--- src/rtl/mul_seq_driver.sv ---
`default_nettype none
// ============================================================================
// Module      : mul_seq_driver
// Description : Sequencer in front of a 32x32 shift-add multiplier. Takes one
//               operand pair per valid/ready handshake, clears the multiplier,
//               runs it until Ready (or a cycle timeout), and presents the
//               registered 64-bit product with an error flag on a valid/ready
//               output.
//               Optional build macro SIGNED_MUL_EN: two's-complement operands
//               (magnitudes drive the multiplier, sign fixed up on capture).
// Revision    : 1.0 - initial release
// ============================================================================
module mul_seq_driver #(
    parameter int W       = 32,
    parameter int TIMEOUT = 40,
    parameter int CNT_W   = 6
) (
    input  logic             clk,
    input  logic             Reset,
    input  logic             In_valid,
    output logic             In_ready,
    input  logic [W-1:0]     In_a,
    input  logic [W-1:0]     In_b,
    output logic [W-1:0]     Mul_Multiplicand,
    output logic [W-1:0]     Mul_Multiplier,
    output logic             Mul_Run,
    output logic             Mul_Reset,
    input  logic [2*W-1:0]   Mul_Product,
    input  logic             Mul_Ready,
    output logic             Out_valid,
    input  logic             Out_ready,
    output logic [2*W-1:0]   Out_product,
    output logic             Out_err
);

    typedef enum logic [1:0] {
        S_IDLE = 2'd0,
        S_CLR  = 2'd1,
        S_RUN  = 2'd2,
        S_DONE = 2'd3
    } state_t;

    localparam logic [CNT_W-1:0] c_cnt_last = CNT_W'(TIMEOUT - 1);

    state_t             r_state;
    state_t             w_next;
    logic [W-1:0]       r_a;
    logic [W-1:0]       r_b;
    logic [CNT_W-1:0]   r_cnt;
    logic [2*W-1:0]     r_product;
    logic               r_err;
    logic               w_accept;
    logic               w_capture;
    logic               w_timeout;
    logic [W-1:0]       w_a_mag;
    logic [W-1:0]       w_b_mag;
    logic [2*W-1:0]     w_result;

`ifdef SIGNED_MUL_EN
    logic               r_neg;

    // The multiplier is unsigned: feed it magnitudes and correct the sign later.
    assign w_a_mag  = In_a[W-1] ? -In_a : In_a;
    assign w_b_mag  = In_b[W-1] ? -In_b : In_b;
    assign w_result = r_neg ? -Mul_Product : Mul_Product;

    // Result sign is fixed at accept time, alongside the operands.
    always_ff @(posedge clk) begin
        if (Reset) begin
            r_neg <= 1'b0;
        end else if (w_accept) begin
            r_neg <= In_a[W-1] ^ In_b[W-1];
        end
    end
`else
    assign w_a_mag  = In_a;
    assign w_b_mag  = In_b;
    assign w_result = Mul_Product;
`endif

    // State register.
    always_ff @(posedge clk) begin
        if (Reset) begin
            r_state <= S_IDLE;
        end else begin
            r_state <= w_next;
        end
    end

    // Next-state and handshake/control outputs; Ready wins over the timeout.
    always_comb begin
        w_next    = r_state;
        w_accept  = 1'b0;
        w_capture = 1'b0;
        w_timeout = 1'b0;
        In_ready  = 1'b0;
        Mul_Run   = 1'b0;
        Out_valid = 1'b0;
        case (r_state)
            S_IDLE: begin
                In_ready = 1'b1;
                if (In_valid) begin
                    w_accept = 1'b1;
                    w_next   = S_CLR;
                end
            end
            S_CLR: begin
                w_next = S_RUN;
            end
            S_RUN: begin
                Mul_Run = ~Reset;
                if (Mul_Ready) begin
                    w_capture = 1'b1;
                    w_next    = S_DONE;
                end else if (r_cnt == c_cnt_last) begin
                    w_timeout = 1'b1;
                    w_next    = S_DONE;
                end
            end
            S_DONE: begin
                Out_valid = 1'b1;
                if (Out_ready) begin
                    w_next = S_IDLE;
                end
            end
            default: begin
                w_next = S_IDLE;
            end
        endcase
    end

    // Operand latch, RUN cycle counter and result register.
    always_ff @(posedge clk) begin
        if (Reset) begin
            r_a       <= '0;
            r_b       <= '0;
            r_cnt     <= '0;
            r_product <= '0;
            r_err     <= 1'b0;
        end else begin
            if (w_accept) begin
                r_a <= w_a_mag;
                r_b <= w_b_mag;
            end
            if (r_state == S_CLR) begin
                r_cnt <= '0;
            end else if (r_state == S_RUN) begin
                r_cnt <= r_cnt + CNT_W'(1);
            end
            if (w_capture) begin
                r_product <= w_result;
                r_err     <= 1'b0;
            end else if (w_timeout) begin
                r_product <= '0;
                r_err     <= 1'b1;
            end
        end
    end

    assign Mul_Reset        = Reset | (r_state == S_CLR);
    assign Mul_Multiplicand = r_a;
    assign Mul_Multiplier   = r_b;
    assign Out_product      = r_product;
    assign Out_err          = r_err;

endmodule
`default_nettype wire

--- config.mk ---
export PLATFORM = sky130hd
export DESIGN_NAME = mul_seq_driver
export DESIGN_NICKNAME = d
export VERILOG_FILES = /design/src/rtl/mul_seq_driver.sv
export SDC_FILE = /design/constraint.sdc
export NUM_CORES = 1
export LEC_CHECK = 0
export BUFFER_PORTS_ARGS = -buffer_cell sky130_fd_sc_hd__buf_2
export CAP_MARGIN = 10
export CELL_PAD_IN_SITES_DETAIL_PLACEMENT = 2
export CELL_PAD_IN_SITES_GLOBAL_PLACEMENT = 2
export CORE_MARGIN = 1
export CORE_UTILIZATION = 23
export DETAILED_ROUTE_END_ITERATION = 8
export GPL_TIMING_DRIVEN = 0
export PLACE_DENSITY_LB_ADDON = 0.1
export SLEW_MARGIN = 10
export SYNTH_ARGS = -nofsm -noshare
export SYNTH_HDL_FRONTEND = slang
export SYNTH_SLANG_ARGS = --single-unit
export TNS_END_PERCENT = 20
--- constraint.sdc ---
create_clock -name clk -period 1.75 [get_ports clk]
set_input_delay 0.35 -clock clk [delete_from_list [all_inputs] [get_ports clk]]
set_output_delay 0.35 -clock clk [all_outputs]
set_load 0.02 [all_outputs]
Yosys cells after proc, flatten, opt, wreduce, memory -nomap -nowiden
Cells that the tools add are included.
Operators by class
  bitwise operators: 2
  equality and inequality tests: 7
  multiplexer cells: 17
  add/subtract/negate cells: 1
  reduce and logical (&&, ||, !) cells: 5
Operator list (count)
  $mux 64: 2
  $mux 1: 10
  $mux 2: 4
  $pmux 2 s4: 1
  $add 6x1->6 const B: 1
  $eq 6x6->1 const B: 1
  $eq 2x2->1 const B: 2
  $ne 2x2->1 const B: 2
  $reduce_or 2->1: 2
  $ne 3x3->1 const B: 1
  $reduce_and 3->1: 1
  $eq 2x1->1 const B: 1
  $logic_not 2->1: 1
  $reduce_bool 2->1: 1
  $not 1->1: 1
  $or 1x1->1: 1
Storage, ports and cells
  register bits: 137
  output and inout bits: 133

Logic depth before layout (Yosys ltp)
Gate-level depths: netlist of the first run.
  depth in word-level cells: 6
  mapped depth: 8
  mapped depth without buffers: 6

Least setup slack after synthesis of the first run
Ideal clock, no wire load.
  path kind: register to output
  from: register r_state[0]
  to: output port Mul_Run
  data required time: 1400 ps
  stages on the path, launching flop included: 8
  buffers on the path: 3
  slack: -32 ps
  arrival time: 1432 ps
  cell sequence: dfxtp_1 -> inv_1 -> ha_1 -> buf_2 -> inv_1 -> buf_2 -> clkbuf_1 -> nor2_1
Between the ends
  word-level cells in the longest chain between the ends: 2
Ends and longest elaborated chain
  start, declared: line 45  | state_t r_state;
  start signal, assigned: line 86  | r_state <= w_next;
  $eq 2x2->1: line 99  | case (r_state)
  $mux 1: line 99
  end, declared: line 26  | output logic Mul_Run,
No other way between the ends.

Worst setup path after layout of the first run
Ends and elaborated chain as after synthesis.

==> Implementation_results.wiki, run 1 <==
{| class="wikitable"
! Metric !! Value
|-
| Skew final || 7.298 ps
|-
| Total length of routed wires || 19,970 µm
|-
| Maximum clock path buffer count || 2
|-
| CTS H-Tree Depth || 4
|-
| Ratio of final minimum period to clock period || 100.6%
|-
| Count of synthesis-stage warnings from yosys || 0
|-
| Num Clock Sinks || 137
|-
| Die Span Y || about 150 µm
|-
| Run status || finished, violations left
|-
| Mean routed wirelength per cell || 16.68 µm
|-
| Via total after detailed routing || 5,379
|-
| Power per Cell Area || 1376 nW/µm²
|-
| RSZ-0062 raised after global routing || true
|-
| Post-placement cell count || between 1,000 and 1,500
|-
| Row count || 53
|-
| CTS Root Buffer Type || clkbuf_16
|-
| Worst-case setup slack after placement || -542.5 ps
|-
| Data arrival at the endpoint of the critical path || 1410 ps
|-
| Cell-by-cell trace of the critical path || inv_2 -> ha_4 -> inv_4 -> clkbuf_16 -> nor2_4 -> buf_6
|-
| Via count normalized by instance count || 4.494
|-
| Standby leakage power || approximately 3.4 nW
|-
| Hold violation count in the final report || 0
|-
| Sequential share of the synthesized area || around 55%
|-
| Worst max-slew margin expressed relative to the limit || 50.83%
|-
| Count of cells along the worst hold path || 3
|-
| Final RePlAce weighted congestion || between 0.7 and 0.8
|-
| Number of violations of the max-capacitance limit || 0
|-
| Largest cells by area after synthesis || dfxtp_1, nand2_1, a21oi_1, o21ai_0, clkbuf_1
|-
| Count of routing violations after the opening detailed-route iteration || 121
|-
| Area growth syn-to-layout || 50.43%
|-
| Most frequent cells in the layout || buf_2, nand2_1, dfxtp_1
|-
| Depth of the worst register-to-register path || 9
|-
| Worst voltage drop across the vdd grid || 0.6085 mV
|-
| Path class of the lowest-slack min-delay path || in -> reg
|-
| Violations in the final reports || setup timing
|-
| Post-detail-place hpwl || 15,200 µm
|-
| Width of the chip || 149.0 µm
|-
| Fraction of synthesized cell area taken by the top area cell type || a little under three fifths
|-
| Tightest Pin Transition || 737.6 ps
|-
| Initial antenna violation count || 4
|-
| Max stage delay cell, worst path || dfxtp_2
|-
| Initial standard-cell utilization of the core || 23.57%
|-
| # nets final || 1,047
|-
| Global-route wire length before repair || 30,460 µm
|-
| Global route overflow || 0
|-
| Most used flip-flop cell after synthesis || dfxtp_1
|-
| Launch instance of the worst min-delay path || In_b[19]
|-
| Cell taking the most area after synthesis || dfxtp_1
|-
| # port buffers || 264
|-
| Kind of critical path || reg -> out
|-
| Number of nets with antenna violations after routing || 0
|-
| Core Util, Final || 35.45%
|-
| FFs w/ async S/R, synth || 0%
|-
| Pin count of the biggest net entering global routing || 17
|-
| Number of instances in the synthesized netlist || 617
|-
| Hold Path End || Mul_Multiplier[19]$_SDFFE_PP0P_
|-
| Non-filler cells in the finished layout || approximately 1,200
|-
| Length of the first detailed-routing pass in iterations || 4
|-
| Ratio of cells with drive above 1 in the final layout || between 30% and 40%
|-
| Cell area after synthesis || 4970 µm²
|-
| Longest individual stage delay on the worst path || roughly 330 ps
|-
| Fillcell total || 2,478
|-
| CP Launch Type || register
|-
| Largest fanout of any net on the critical path || 3
|-
| Total Power Consumption || 10.29 mW
|-
| Final setup violation count || 2
|-
| Required time reported for the critical path endpoint || 1400 ps
|-
| CTS tree || yes
|-
| Remaining design rule violation count || 0
|-
| Max-slew violation count || 0
|-
| Die area || 22,200 µm²
|-
| TritonCTS buffer count || 17
|-
| Highest Clock Rate || 568.0 MHz
|-
| Final WS setup || -10.42 ps
|-
| Later-pin clock latency in the skew report || 430 ps
|-
| Total global-route track usage || 17.90%
|-
| Post-route minimum period || 1760 ps
|-
| Count of state elements after synthesis || 137
|-
| Worst R2R Start || r_state[0]$_SDFFE_PP0P_
|-
| Std-Cell Core Area || ~21,000 µm²
|-
| Vias in the first global route || 5,907
|-
| Post-synth EDFFs || 0
|-
| Distinct cell type count of the synthesized netlist || 29
|-
| Worst setup slack for register-to-register paths || 80 ps
|-
| I/O pin count || 266
|-
| Nature of the critical path endpoint || output pin
|-
| Reg clk slew, reported paths || 60 ps
|-
| Number of nets in the synthesized netlist || around 760
|-
| Worst R2R End || Out_product[42]$_SDFFE_PP0P_
|-
| Most common library cell in the layout ignoring fill and taps || buf_2
|-
| Syn_area_per_cell || 8.055 µm²
|-
| Total Negative Setup Slacks || -13.22 ps
|}
[timing repair]
action / 4_1_cts / 5_1_grt
hold buffers: 0 / 0
setup buffers: 7 / 4
setup endpoints to repair: 122 / 74
gates cloned: 0 / 0
gates resized for setup: 40 / 31
pin swaps: 3 / 4
[area by class of cell]
cell class                 count  area [µm²]  share of cell area (%)
antenna                        1       2.502                 0.03347
buffer                        48       299.0                   4.000
clock buffer                  19       452.9                   6.059
clock inverter                13       143.9                   1.925
inverter                       5       23.77                  0.3180
multi-input combinational    424        2032                   27.18
sequential                   137        2748                   36.75
tap                          275       344.1                   4.603
timing repair buffer         275        1430                   19.13
[sequential cells by signal (all words and copies together), names as in the netlist]
name	flops
r_state	2
Mul_Multiplier	32
Mul_Multiplicand	32
Out_product	64
Out_err	1
r_cnt	6
[cell families after synthesis]
family,synth area share (%)
XOR/XNOR,0.7051
AO/OA/AOI/OAI,20.52
multiplexers,0.4028
AND/OR/NAND/NOR,16.64
adder cells (fa/ha/maj),1.511
flip-flops,55.19
buffers and inverters,5.035
[worst max path at each step]
stage	from	to	slack (ps)	depth (start not counted)
global placement	r_state[0]$_SDFFE_PP0P_	Mul_Run	-410	8
global route	r_state[0]$_SDFFE_PP0P_	Mul_Run	-80	6
floorplan	r_state[0]$_SDFFE_PP0P_	Mul_Run	40	7
finish	r_state[0]$_SDFFE_PP0P_	Mul_Run	-10	6
CTS	r_state[0]$_SDFFE_PP0P_	Mul_Run	-160	8
detailed placement	r_state[0]$_SDFFE_PP0P_	Mul_Run	-540	8
[Yosys cell counts, types with 2 or more instances]
cell	instances
inv_1	5
buf_4	7
nand4_1	2
nand2b_1	2
o21ai_0	55
nor2_1	6
clkbuf_1	29
dfxtp_1	137
mux2i_1	2
ha_1	6
nand2_1	195
o21ai_1	10
buf_1	4
buf_2	10
nor3_1	2
xor2_1	3
and2_1	2
a21oi_1	129
[power by group]
part / switching, mW / internal, mW
clock network: 1.46 / 2.18
logic: 1.83 / 1.08
registers: 0.211 / 3.51
[critical path, delay by kind of cell, from the launching register on]
family,cells,cell delay [ps]
adders and majority gates,1,160
buffers and inverters,4,400
DFF,1,330
and+or+nand+nor,1,100
[stage by stage]
| step | instance area, µm² | hold WS [ps] |
|---|---|---|
| 3_3_place_gp | 6638 | 439.7 |
| 6_report | 7476 | 158.6 |
| 3_5_place_dp | 6638 | 445.4 |
| 4_1_cts | 7383 | 137.4 |
| 5_1_grt | 7476 | 152.8 |
| 2_1_floorplan | 4972 | 477.6 |
[metal layers]
metal	routed length (µm)	track usage, %
met2	9670	31.02
met1	8227	19.76
met4	361	6.582
met5	31	0
met3	1677	6.820
(Power assumes the default switching activity.)
==> run 2, diff against run 1 <==
--- a/config.mk
+++ b/config.mk
@@ -14,6 +14,7 @@
 export DETAILED_ROUTE_END_ITERATION = 8
 export GPL_TIMING_DRIVEN = 0
 export PLACE_DENSITY_LB_ADDON = 0.1
+export SETUP_SLACK_MARGIN = 0.05
 export SLEW_MARGIN = 10
 export SYNTH_ARGS = -nofsm -noshare
 export SYNTH_HDL_FRONTEND = slang
==> run 2 against run 1 <==
Against the previous run: the run still ends with setup timing left; largest cell class unchanged; flip-flop and latch count is the same; via count shrank 0.26%; global-route usage grew 0.32 points; largest power group is now clock; register-to-register slack gained 80 ps; critical path depth grew 1; critical path type unchanged.
==> Implementation_results.wiki, run 2 (same netlist as run 1, synthesis figures left out) <==
{| class="wikitable"
! Metric !! Value
|-
| Global route overflow || 0 (unchanged)
|-
| Longest individual stage delay on the worst path || 320 ps (was 330 ps)
|-
| Global-route wire length before repair || 31,350 µm (was 30,460 µm)
|-
| Cell-by-cell trace of the critical path || inv_2 -> ha_4 -> inv_4 -> buf_6 -> clkbuf_16 -> nor2_4 -> buf_6 (was inv_2 -> ha_4 -> inv_4 -> clkbuf_16 -> nor2_4 -> buf_6)
|-
| Reg clk slew, reported paths || 60 ps (about the same)
|-
| Area growth syn-to-layout || 51.03% (was 50.43%)
|-
| Via total after detailed routing || 5,365 (was 5,379)
|-
| Final setup violation count || 1 (was 2)
|-
| Tightest Pin Transition || 654.4 ps (was 737.6 ps)
|-
| Sequential Area || 2748 µm² (unchanged)
|-
| Hold Path End || Mul_Multiplier[18]$_SDFFE_PP0P_ (was Mul_Multiplier[19]$_SDFFE_PP0P_)
|-
| Worst R2R Start || r_state[0]$_SDFFE_PP0P_ (unchanged)
|-
| Worst max-slew margin expressed relative to the limit || 56.37% (was 50.83%)
|-
| Standby leakage power || 3.395 nW (was 3.375 nW)
|-
| Buffers and inverters on the worst path || 5 (was 4)
|-
| Met2 wire length || 10,240 µm (was 9670 µm)
|-
| CTS H-Tree Depth || 4 (unchanged)
|-
| Routed metal-1 wirelength || 8106 µm (was 8227 µm)
|-
| Worst-case setup slack after placement || -288.0 ps (was -542.5 ps)
|-
| Width of the chip || 149.0 µm (unchanged)
|-
| Die area || 22,200 µm² (unchanged)
|-
| Kind of critical path || reg -> out (unchanged)
|-
| Maximum clock path buffer count || 2 (unchanged)
|-
| Num Clock Sinks || 137 (unchanged)
|-
| Remaining design rule violation count || 0 (unchanged)
|-
| Row count || 53 (unchanged)
|-
| Std-Cell Core Area || 21,090 µm² (unchanged)
|-
| Number of nets with antenna violations after routing || 0 (unchanged)
|-
| RSZ-0062 raised after global routing || true (unchanged)
|-
| Pin count of the biggest net entering global routing || 17 (unchanged)
|-
| TritonCTS buffer count || 17 (unchanged)
|-
| Ratio of cells with drive above 1 in the final layout || 38.04% (was 38.11%)
|-
| CTS tree || yes (unchanged)
|-
| I/O pin count || 266 (unchanged)
|-
| Vias in the first global route || 5,915 (was 5,907)
|-
| Worst hold-check slack || 170.7 ps (was 158.6 ps)
|-
| # port buffers || 264 (unchanged)
|-
| Detail Route met3 WL || 1646 µm (was 1677 µm)
|-
| Count of cells along the worst hold path || 3 (unchanged)
|-
| CTS Root Buffer Type || clkbuf_16 (unchanged)
|-
| Required time reported for the critical path endpoint || 1400 ps (about the same)
|-
| Cell with the most instances on the worst path || buf_6
|-
| Max-slew violation count || 0 (unchanged)
|-
| Mean routed wirelength per cell || 16.97 µm (was 16.68 µm)
|-
| Most common library cell in the layout ignoring fill and taps || buf_2 (unchanged)
|-
| Power per Cell Area || 1417 nW/µm² (was 1376 nW/µm²)
|-
| Highest Clock Rate || 558.9 MHz (was 568.0 MHz)
|-
| Fillcell total || 2,460 (was 2,478)
|-
| Length of the first detailed-routing pass in iterations || 3 (was 4)
|-
| # nets final || 1,046 (was 1,047)
|-
| Critical path's top delay family || buffers and inverters (unchanged)
|-
| Path class of the lowest-slack min-delay path || in -> reg (unchanged)
|-
| Initial standard-cell utilization of the core || 23.57% (unchanged)
|-
| Run status || finished, violations left (unchanged)
|-
| Worst R2R End || Out_product[46]$_SDFFE_PP0P_ (was Out_product[42]$_SDFFE_PP0P_)
|-
| Total global-route track usage || 18.22% (was 17.90%)
|-
| Post-route minimum period || 1789 ps (was 1760 ps)
|-
| Ratio of final minimum period to clock period || 102.2% (was 100.6%)
|-
| Skew final || 9.388 ps (was 7.298 ps)
|-
| Initial antenna violation count || 1 (was 4)
|-
| Final WS setup || -39.36 ps (was -10.42 ps)
|-
| Total Power Consumption || 10.63 mW (was 10.29 mW)
|-
| Worst voltage drop across the vdd grid || 0.6487 mV (was 0.6085 mV)
|-
| Count of routing violations after the opening detailed-route iteration || 137 (was 121)
|-
| Via count normalized by instance count || 4.486 (was 4.494)
|-
| CP Launch Type || register (unchanged)
|-
| Hold violation count in the final report || 0 (unchanged)
|-
| Later-pin clock latency in the skew report || 420 ps (was 430 ps)
|-
| Violations in the final reports || setup timing (unchanged)
|-
| Final RePlAce weighted congestion || 0.7605 (was 0.7780)
|-
| Post-detail-place hpwl || 15,480 µm (was 15,200 µm)
|-
| Total area of multi-input combinational cells || 2019 µm² (was 2032 µm²)
|-
| Largest fanout of any net on the critical path || 3 (unchanged)
|-
| Number of violations of the max-capacitance limit || 0 (unchanged)
|-
| Most frequent cells in the layout || buf_2, nand2_1, dfxtp_1 (unchanged)
|-
| Launch instance of the worst min-delay path || In_b[18] (was In_b[19])
|-
| Nature of the critical path endpoint || output pin (unchanged)
|-
| Total length of routed wires || 20,290 µm (was 19,970 µm)
|-
| Depth of the worst register-to-register path || 8 (was 9)
|-
| Die Span Y || 149.0 µm (unchanged)
|-
| Top layer used by detailed routing || met5 (unchanged)
|-
| Data arrival at the endpoint of the critical path || 1440 ps (was 1410 ps)
|-
| Max reg flops || 64 (unchanged)
|-
| Max stage delay cell, worst path || dfxtp_2 (unchanged)
|-
| Worst setup slack for register-to-register paths || 160 ps (was 80 ps)
|}
## run 2: cell types whose count changed in the layout (fill, tap and decap cells not counted), sizes merged
cell      change
clkinv        -2
clkinvlp      -2
inv           -2
bufinv        +3
clkbuf        +2
## run 2: area by class of cell
type,count,share of cell area [%]
inverter,5,0.2834
clock inverter,10,2.500
buffer,49,3.934
antenna,1,0.03334
tap,275,4.584
timing repair buffer,273,18.70
multi-input combinational,424,26.90
sequential,137,36.61
clock buffer,22,6.451
## run 2: timing repair
action,4_1_cts,5_1_grt
hold buffers,0,0
endpoints found under the hold margin,0,0
pin swaps,3,0
setup endpoints to repair,122,63
setup buffers,7,3
resized for setup,41,18
## run 2: routing by layer
metal	track usage, %	up-vias
li1	-	2624
met1	19.90	2545
met2	32.51	173
met3	6.697	21
met4	5.663	2
met5	0	-
## run 2: report_power, final
part           total (mW)  switching, mW  internal, mW
Combinational        2.84           1.82          1.02
Clock                4.08           1.39          2.69
Sequential           3.72          0.206          3.51
## run 2: worst register-to-register path: stages (launching register included)
cell and delay, ps:
dfxtp_2 320, inv_2 70, ha_4 150, buf_4 180, and2_1 170, buf_4 190, buf_4 210, nand2_1 80
a21oi_1 160
## run 2: how the worst max path moves through the flow
stage / start / to / slack (ps) / depth (start not counted)
floorplan: r_state[0]$_SDFFE_PP0P_ / Mul_Run / 110 / 7
CTS: r_state[0]$_SDFFE_PP0P_ / Mul_Run / -160 / 8
global route: r_state[0]$_SDFFE_PP0P_ / Mul_Run / -110 / 7
finish: r_state[0]$_SDFFE_PP0P_ / Mul_Run / -40 / 7
detailed placement: r_state[0]$_SDFFE_PP0P_ / Mul_Run / -290 / 8
global placement: r_state[0]$_SDFFE_PP0P_ / Mul_Run / -230 / 8
## run 2: stage by stage
step	utilization [%]	instances	instance area, µm²	TNS (ps)
final	35.59	1196	7506	-39.36
after CTS	35.45	1194	7475	-164.7
after global routing	35.58	1195	7503	-136.5
after global placement	31.51	1156	6644	-4855
after detailed placement	31.51	1156	6644	-14230
after floorplan	-	617	4979	0
